`config.mk`:
```
export PLATFORM = sky130hd
export DESIGN_NAME = mem_lsu
export DESIGN_NICKNAME = d
export VERILOG_FILES = /design/src/rtl/mem_lsu.sv
export SDC_FILE = /design/constraint.sdc
export NUM_CORES = 1
export LEC_CHECK = 0
export ABC_AREA = 1
export CAP_MARGIN = 40
export CORE_UTILIZATION = 52
export DETAILED_ROUTE_END_ITERATION = 6
export GPL_TIMING_DRIVEN = 0
export PLACE_DENSITY = 0.94
export SLEW_MARGIN = 20
export SYNTH_ARGS = -nofsm -noshare
export SYNTH_HDL_FRONTEND = slang
export SYNTH_SLANG_ARGS = --single-unit
```
`constraint.sdc`:
```
create_clock -name clk -period 4.6 [get_ports clk]
set_input_delay 0.69 -clock clk [delete_from_list [all_inputs] [get_ports clk]]
set_output_delay 0.69 -clock clk [all_outputs]
set_load 0.02 [all_outputs]
```
`src/rtl/mem_lsu.sv`:
```
// Load/store unit bridging a single-request CPU port to a word-wide async-read data memory.
// Optional build macro MISALIGN_TRAP_EN: report misaligned H/HU/SH and W/SW as errors.
module mem_lsu #(
  parameter logic [31:0] MEM_BASE = 32'h0000_0000
) (
  input  logic        clk,
  input  logic        rst,
  input  logic        req_valid,
  output logic        req_ready,
  input  logic        req_we,
  input  logic [2:0]  req_funct3,
  input  logic [31:0] req_addr,
  input  logic [31:0] req_wdata,
  output logic        resp_valid,
  output logic [31:0] resp_rdata,
  output logic        resp_err,
  output logic        MemRW,
  output logic [31:0] mem_addr,
  output logic [31:0] mem_wdata,
  input  logic [31:0] mem_rdata
);

  typedef enum logic [1:0] {StIdle, StRd, StWr, StResp} state_e;

  state_e      state_q, state_d;
  logic        we_q;
  logic [2:0]  f3_q;
  logic [31:0] addr_q, wdata_q, old_q;
  logic [31:0] resp_rdata_q;
  logic        resp_err_q;
  logic        accept, illegal;
  logic [31:0] shifted, load_data, store_word;
  logic [15:0] half;

  assign accept = req_valid && (state_q == StIdle);

  always_comb begin
    illegal = (req_funct3 == 3'b011) || (req_funct3[2:1] == 2'b11) || (req_we && req_funct3[2]);
`ifdef MISALIGN_TRAP_EN
    illegal = illegal
            || ((req_funct3[1:0] == 2'b01) && req_addr[0])
            || ((req_funct3[1:0] == 2'b10) && (req_addr[1:0] != 2'b00));
`endif
  end

  always_comb begin
    state_d = state_q;
    unique case (state_q)
      StIdle: begin
        if (req_valid) begin
          if (illegal)                                 state_d = StResp;
          else if (req_we && req_funct3[1:0] == 2'b10) state_d = StWr;
          else                                         state_d = StRd;
        end
      end
      StRd:    state_d = we_q ? StWr : StResp;
      StWr:    state_d = StResp;
      StResp:  state_d = StIdle;
      default: state_d = StIdle;
    endcase
  end

  always_comb begin
    shifted   = mem_rdata >> {addr_q[1:0], 3'b000};
    half      = addr_q[1] ? mem_rdata[31:16] : mem_rdata[15:0];
    load_data = mem_rdata;
    case (f3_q)
      3'b000:  load_data = {{24{shifted[7]}}, shifted[7:0]};
      3'b001:  load_data = {{16{half[15]}}, half};
      3'b100:  load_data = {24'h0, shifted[7:0]};
      3'b101:  load_data = {16'h0, half};
      default: load_data = mem_rdata;
    endcase
  end

  // Sub-word stores overlay the lane onto the word captured during RD.
  always_comb begin
    store_word = old_q;
    case (f3_q[1:0])
      2'b00:   store_word[{addr_q[1:0], 3'b000} +: 8] = wdata_q[7:0];
      2'b01:   store_word[{addr_q[1], 4'b0000} +: 16] = wdata_q[15:0];
      default: store_word = wdata_q;
    endcase
  end

  always_ff @(posedge clk) begin
    if (rst) begin
      state_q      <= StIdle;
      we_q         <= 1'b0;
      f3_q         <= 3'b000;
      addr_q       <= 32'h0;
      wdata_q      <= 32'h0;
      old_q        <= 32'h0;
      resp_rdata_q <= 32'h0;
      resp_err_q   <= 1'b0;
    end else begin
      state_q      <= state_d;
      resp_rdata_q <= 32'h0;
      resp_err_q   <= 1'b0;
      if (accept) begin
        we_q       <= req_we;
        f3_q       <= req_funct3;
        addr_q     <= req_addr;
        wdata_q    <= req_wdata;
        resp_err_q <= illegal;
      end
      if (state_q == StRd) begin
        if (we_q) old_q        <= mem_rdata;
        else      resp_rdata_q <= load_data;
      end
    end
  end

  assign req_ready  = (state_q == StIdle);
  assign resp_valid = (state_q == StResp);
  assign resp_rdata = resp_rdata_q;
  assign resp_err   = resp_err_q;
  assign MemRW      = (state_q == StWr);
  assign mem_addr   = ((state_q == StRd) || (state_q == StWr)) ?
                      ((addr_q - MEM_BASE) & 32'hFFFF_FFFC) : 32'h0;
  assign mem_wdata  = (state_q == StWr) ? store_word : 32'h0;

endmodule

```
### Word-level counts from Yosys, hierarchy flattened

Cells that the tools add are included.

* input bits: 103
* flip-flop bits (word level): 135
* output and inout port bits: 100
* memories: 0
* logic and storage cells: 52
* ROM bits: 0
* bits in latches: 0
* memory bits (writable): 0

* muxes and demuxes: 12
* shift operators: 5
* eq/ne operators: 11
* $mul: 0
* div/mod/pow operators: 0
* add/subtract/negate cells: 2
* reduce and logical (&&, ||, !) cells: 12
* bitwise gates (word level): 2
* $lt $le $gt $ge: 0

Operator list (count)
* 32-bit one-hot mux with 4 select lines: 1
* 32-bit bitwise mux: 2
* 32-bit two-way mux: 2
* 32-bit one-hot mux with 2 select lines: 1
* 16-bit by 7-bit variable shift with 32-bit output (first input constant): 1
* 8-bit by 7-bit variable shift with 32-bit output (first input constant): 1
* 16-bit by 7-bit variable part select with 32-bit output: 1
* 8-bit by 7-bit variable part select with 32-bit output: 1
* 32-bit by 5-bit >> shifter with 8-bit output: 1
* 16-bit two-way mux: 1
* 5-bit negation with 7-bit output: 2
* 2-bit == test (second input constant): 4
* 2-bit one-hot mux with 4 select lines: 1
* 3-bit == test (second input constant): 2
* 2-bit two-way mux: 3
* 2-bit by 1-bit == test with 1-bit output (second input constant): 2
* 2-bit zero test: 2
* 3-bit by 1-bit == test with 1-bit output (second input constant): 1
* 3-bit by 2-bit == test with 1-bit output (second input constant): 1
* 1-bit logical AND: 3
* 3-bit zero test: 1
* 1-bit logical OR: 3
* 3-bit OR reduction: 1
* 2-bit != test (second input constant): 1
* 4 further kinds: 5

### Longest topological paths before layout

* depth in word-level cells: 6
* gate-level depth with buffers: 10
* mapped depth without buffers: 8

### Least setup slack after synthesis

Ideal clock, no wire load.

* path type: reg-to-output
* start point: register addr_q[1]
* end point: output port mem_wdata[10]
* required time: 3910 ps
* buffers on the path: 2
* arrival: 2092 ps
* setup slack: 1818 ps
* cell stages (with the launch flop): 11
* cell sequence: dfxtp_1 inv_2 buf_4 buf_2 ha_1 inv_1 nor2_2 nand2_1 o21ai_0 nand2_1 a21oi_1

* longest elaborated chain between the ends: 5
* elaborated cells on any way between the ends: 10
* those cells by class: 2 x add/sub; 4 x shift; 4 x mux

Ends and longest elaborated chain
* from (decl): line 28 `logic [31:0] addr_q, wdata_q, old_q;`
* from (signal assigned): line 103 `addr_q <= req_addr;`
* 5-bit negation with 7-bit output, on equally long branches: line 81, 80
* 16-bit by 7-bit variable part select with 32-bit output (tied with other cells): line 81 `2'b01: store_word[{addr_q[1], 4'b0000} +: 16] = wdata_q[15:0];`
* 32-bit bitwise mux, on equally long branches: line 81, 80
* 32-bit one-hot mux with 2 select lines (*): line 79 `case (f3_q[1:0])`
* 32-bit two-way mux (*): line 121 `assign mem_wdata = (state_q == StWr) ? store_word : 32'h0;`
* to (decl): line 19 `output logic [31:0] mem_wdata,`

Mark *: on every way between the ends. The rest lies on a longest branch, timed or not.

### Worst setup path after layout

* start point: register addr_q[1]
* end point: output port mem_wdata[13]

The elaborated chain is that of the path after synthesis.

==> results.md <==
- Iteration-0 DRC Markers: 840
- Worst-case vdd ir drop: 0.000346 V
- Proportion of layout cells with a drive suffix above 1: 0.0601
- Final Routed Wirelength: 23.9 mm
- TritonCTS Sinks: roughly 140
- Worst Hold Depth: 2
- Int Power: between 2 and 3 mW
- Via count of the first global-routing pass: 7388
- WP data required: 3.91 ns
- Crit Path Category: register to output pin
- Proportion of synthesized chip area in sequential cells: 0.395
- Number of inserted diodes: 0
- Final number of setup-violating endpoints: 0
- Worst hold slack after final layout: 0.473 ns
- Number of buffers created by CTS: 17
- Setup crit start kind: register
- Top-level I/O count: 203
- Design Power: 4.46 mW
- Die height: 117 um
- Leakage power: 4.14 nW
- Relative slew slack: 0.554
- Initial Utilization: 0.537
- Level count of the clock H-tree: 4
- Largest buffer count on any clock path: 2
- Core area: 0.0127 sq mm
- Overall via count from detail_route: 7822
- Post-CTS Hold Buffers: 0
- Drt wl/cell: 16.6 um
- Count of standard-cell rows: 41
- Final period demand of the worst path: 4.15 ns
- Largest net degree at the start of global routing: 17
- DRC Markers: 0
- Type of element capturing the critical path: output pin
- Unique cell type count in the Yosys netlist: 32
- Period utilization: 0.903
- Max Freq: 241 MHz
- Count leader, synth: nand2_1
- Cell Area, Synth: 0.00684 sq mm
- CTS clock-pin slew for the worst setup and hold paths: about 0.060 ns
- Vias per Instance: approximately 5.4
- Net switching fraction of the power: 0.363
- Gr ovfl total: 0
- Area of combinational cells with multiple inputs: 0.00334 sq mm
- Maxcap violations: 0
- Buffer count from post-CTS setup fixing: 0
- Final weighted congestion of routability-driven global placement: 0.924
- Global routing usage summed across all routing layers: 0.362
- Post-synth EDFFs: 0
- Least-Margin Pin Slew: 0.665 ns
- Synth warn: 0
- Setup repair after global routing missed its margin: no
- Hold endpoint: old_q[3]$_SDFFE_PP0P_
- Run status: finished, final reports clean
- Most frequent cells after synthesis: nand2_1 (179), o21ai_0 (167), nor2_1 (148)
- Share of total power in sequential cells: 0.325
- Setup TNS Final: 0 ns
- Largest cells by area after synthesis: dfxtp_1 (40%), o21ai_0 (12%), nand2_1 (9.8%)
- Area of all sequential standard cells: 0.00270 sq mm
- Count of buffers from port buffering: 200
- Number of antenna violations at the first check in global routing: 0
- Final count of hold timing violations: 0
- Share of synthesized flip-flops with an asynchronous set or reset: 0
- Layout Nets: about 1400
- Worst flop-to-flop path endpoint: wdata_q[8]$_SDFFE_PP0P_
- Highest fanout seen on the critical path: 12
- R2r setup slk: 2.55 ns
- Reg2Reg Launch Point: state_q[0]$_SDFFE_PP0P_
- Main flop type after synthesis: dfxtp_1
- Worst hold-check path type: register to register
- Overall die area: 0.0136 sq mm
- Switching power summed over all nets: 1.62 mW
- Detailed-routing iteration count for the pre-antenna-repair pass: 6
- Area share of the largest cell type after synthesis: 0.395
- Horizontal extent of the die: roughly 120 um
- HPWL after detailed placement: about 18 mm
- Total of flip-flops plus latches after synthesis: 135
- Library cell with the largest summed area after synthesis: dfxtp_1
- Layout area overhead: 41.7%
- HP Start: old_q[3]$_SDFFE_PP0P_
- Worst Path Arrival: 3.46 ns
- Clock latency on the worst-skew pair: 0.43 ns
- Non-Filler Cell Area, Final: 0.00969 sq mm
- Comb power frac: 0.348
- Post-CTS Resized: 0
- Fillcell total: 985
- Post-route clock skew: 0.00871 ns
- Root buffer selected by CTS: clkbuf_16
- Power density over the cells: between 400 and 500 mW/mm^2
- R2r worst-path depth: 6
- Clk network pwr share: 0.327
- Placed instance area: 0.00906 sq mm
- Synthesized instance count: approximately 1000
- Number of pins with negative max-slew slack in the final report: 0
- Antenna-violating nets left: 0
- First-pass GRT wire length: around 37 mm
- CTS tree: yes
- Synthesized area per cell: 6.63 sq um
[how the worst max path moves through the flow]
stage	endpoint	slack, ns	startpoint
floorplan	mem_wdata[10]	1.82	addr_q[1]$_SDFFE_PP0P_
global placement	mem_wdata[8]	1.0	addr_q[1]$_SDFFE_PP0P_
detailed placement	mem_wdata[8]	0.96	addr_q[1]$_SDFFE_PP0P_
CTS	mem_wdata[8]	0.51	addr_q[1]$_SDFFE_PP0P_
global route	mem_wdata[8]	0.21	addr_q[1]$_SDFFE_PP0P_
finish	mem_wdata[13]	0.45	addr_q[1]$_SDFFE_PP0P_
[state kept, by name, summed over array words and instances, names as in the netlist]
name	flops
resp_err	1
state_q	2
old_q	32
resp_rdata	32
wdata_q	32
addr_q	32
we_q	1
f3_q	3
[placed cells by master, fill, tap and decap left out]
master and count:
clkdlybuf4s50_1 200, nand2_1 179, o21ai_0 167, nor2_1 148
dfxtp_1 135, inv_1 118, a21oi_1 109, nand3_1 44
clkbuf_1 36, clkbuf_16 17, buf_2 16, a22oi_1 14
o21a_1 9, ha_1 9, and3_1 8, buf_4 6
buf_6 6, inv_2 5, clkinvlp_4 4, bufinv_16 4
nand2_4 3, a21boi_0 3, clkinv_2 3, inv_6 2
clkinv_1 2, nor2_2 2, a21oi_2 2, conb_1 2
clkbuf_8 2, a21oi_4 1, nor2_4 1, nand4_1 1
and2_1 1, nand2_2 1, nor3_2 1, nand3b_1 1
o21bai_1 1, a31oi_1 1
[stage by stage]
| stage | util | std cells | setup slack, ns |
|---|---|---|---|
| floorplan | - | 1032 | 1.82 |
| global route | 0.762 | 1436 | 0.211 |
| detailed placement | 0.712 | 1404 | 0.962 |
| CTS | 0.762 | 1436 | 0.514 |
| finish | 0.762 | 1436 | 0.447 |
| global placement | 0.712 | 1404 | 1.00 |
[power by group through the flow]
| stage | clock network [mW] | logic, mW | registers [mW] |
|---|---|---|---|
| after CTS | 1.46 | 1.53 | 1.44 |
| final | 1.46 | 1.55 | 1.45 |
| after global routing | 1.51 | 1.70 | 1.46 |
| after detailed placement | 0 | 1.51 | 1.47 |
| after floorplan | 0 | 0.931 | 1.47 |
| after global placement | 0 | 1.48 | 1.46 |
[metal layers]
metal	up-vias	wire [um]	global-route usage
met5	-	0	0
met4	0	1120	0.222
met3	81	2650	0.102
met2	480	11300	0.610
met1	3505	8820	0.406
li1	3756	-	-
[worst max-delay path, cell delays in order (launching register included)]
cell and delay, ns:
dfxtp_1 0.45, inv_2 0.12, buf_4 0.20, buf_2 0.22
ha_1 0.31, inv_1 0.07, nor2_2 0.32, nand2_1 0.24
o21ai_0 0.22, nand2_1 0.08, a21oi_1 0.16, clkdlybuf4s50_1 0.64
[layout make-up]
type,instances,share of cell area
plain buffers,63,0.0334
clock buffers,20,0.0471
clock inverters,12,0.0180
inverters,126,0.0493
multi-input cells,708,0.344
flip-flops and latches,135,0.279
well taps,172,0.0222
repair buffers,200,0.207
[cell families (layout without fill, tap and decap cells)]
family	Yosys count	count (layout)	share of synthesized area
and+or+nand+nor	390	390	0.233
AOI/OAI and AO/OA	307	307	0.238
buffers and inverters	189	421	0.117
DFF	135	135	0.395
adders and majority gates	9	9	0.0165
other	1	2	0.000549
Power figures use the tool's default switching activity.
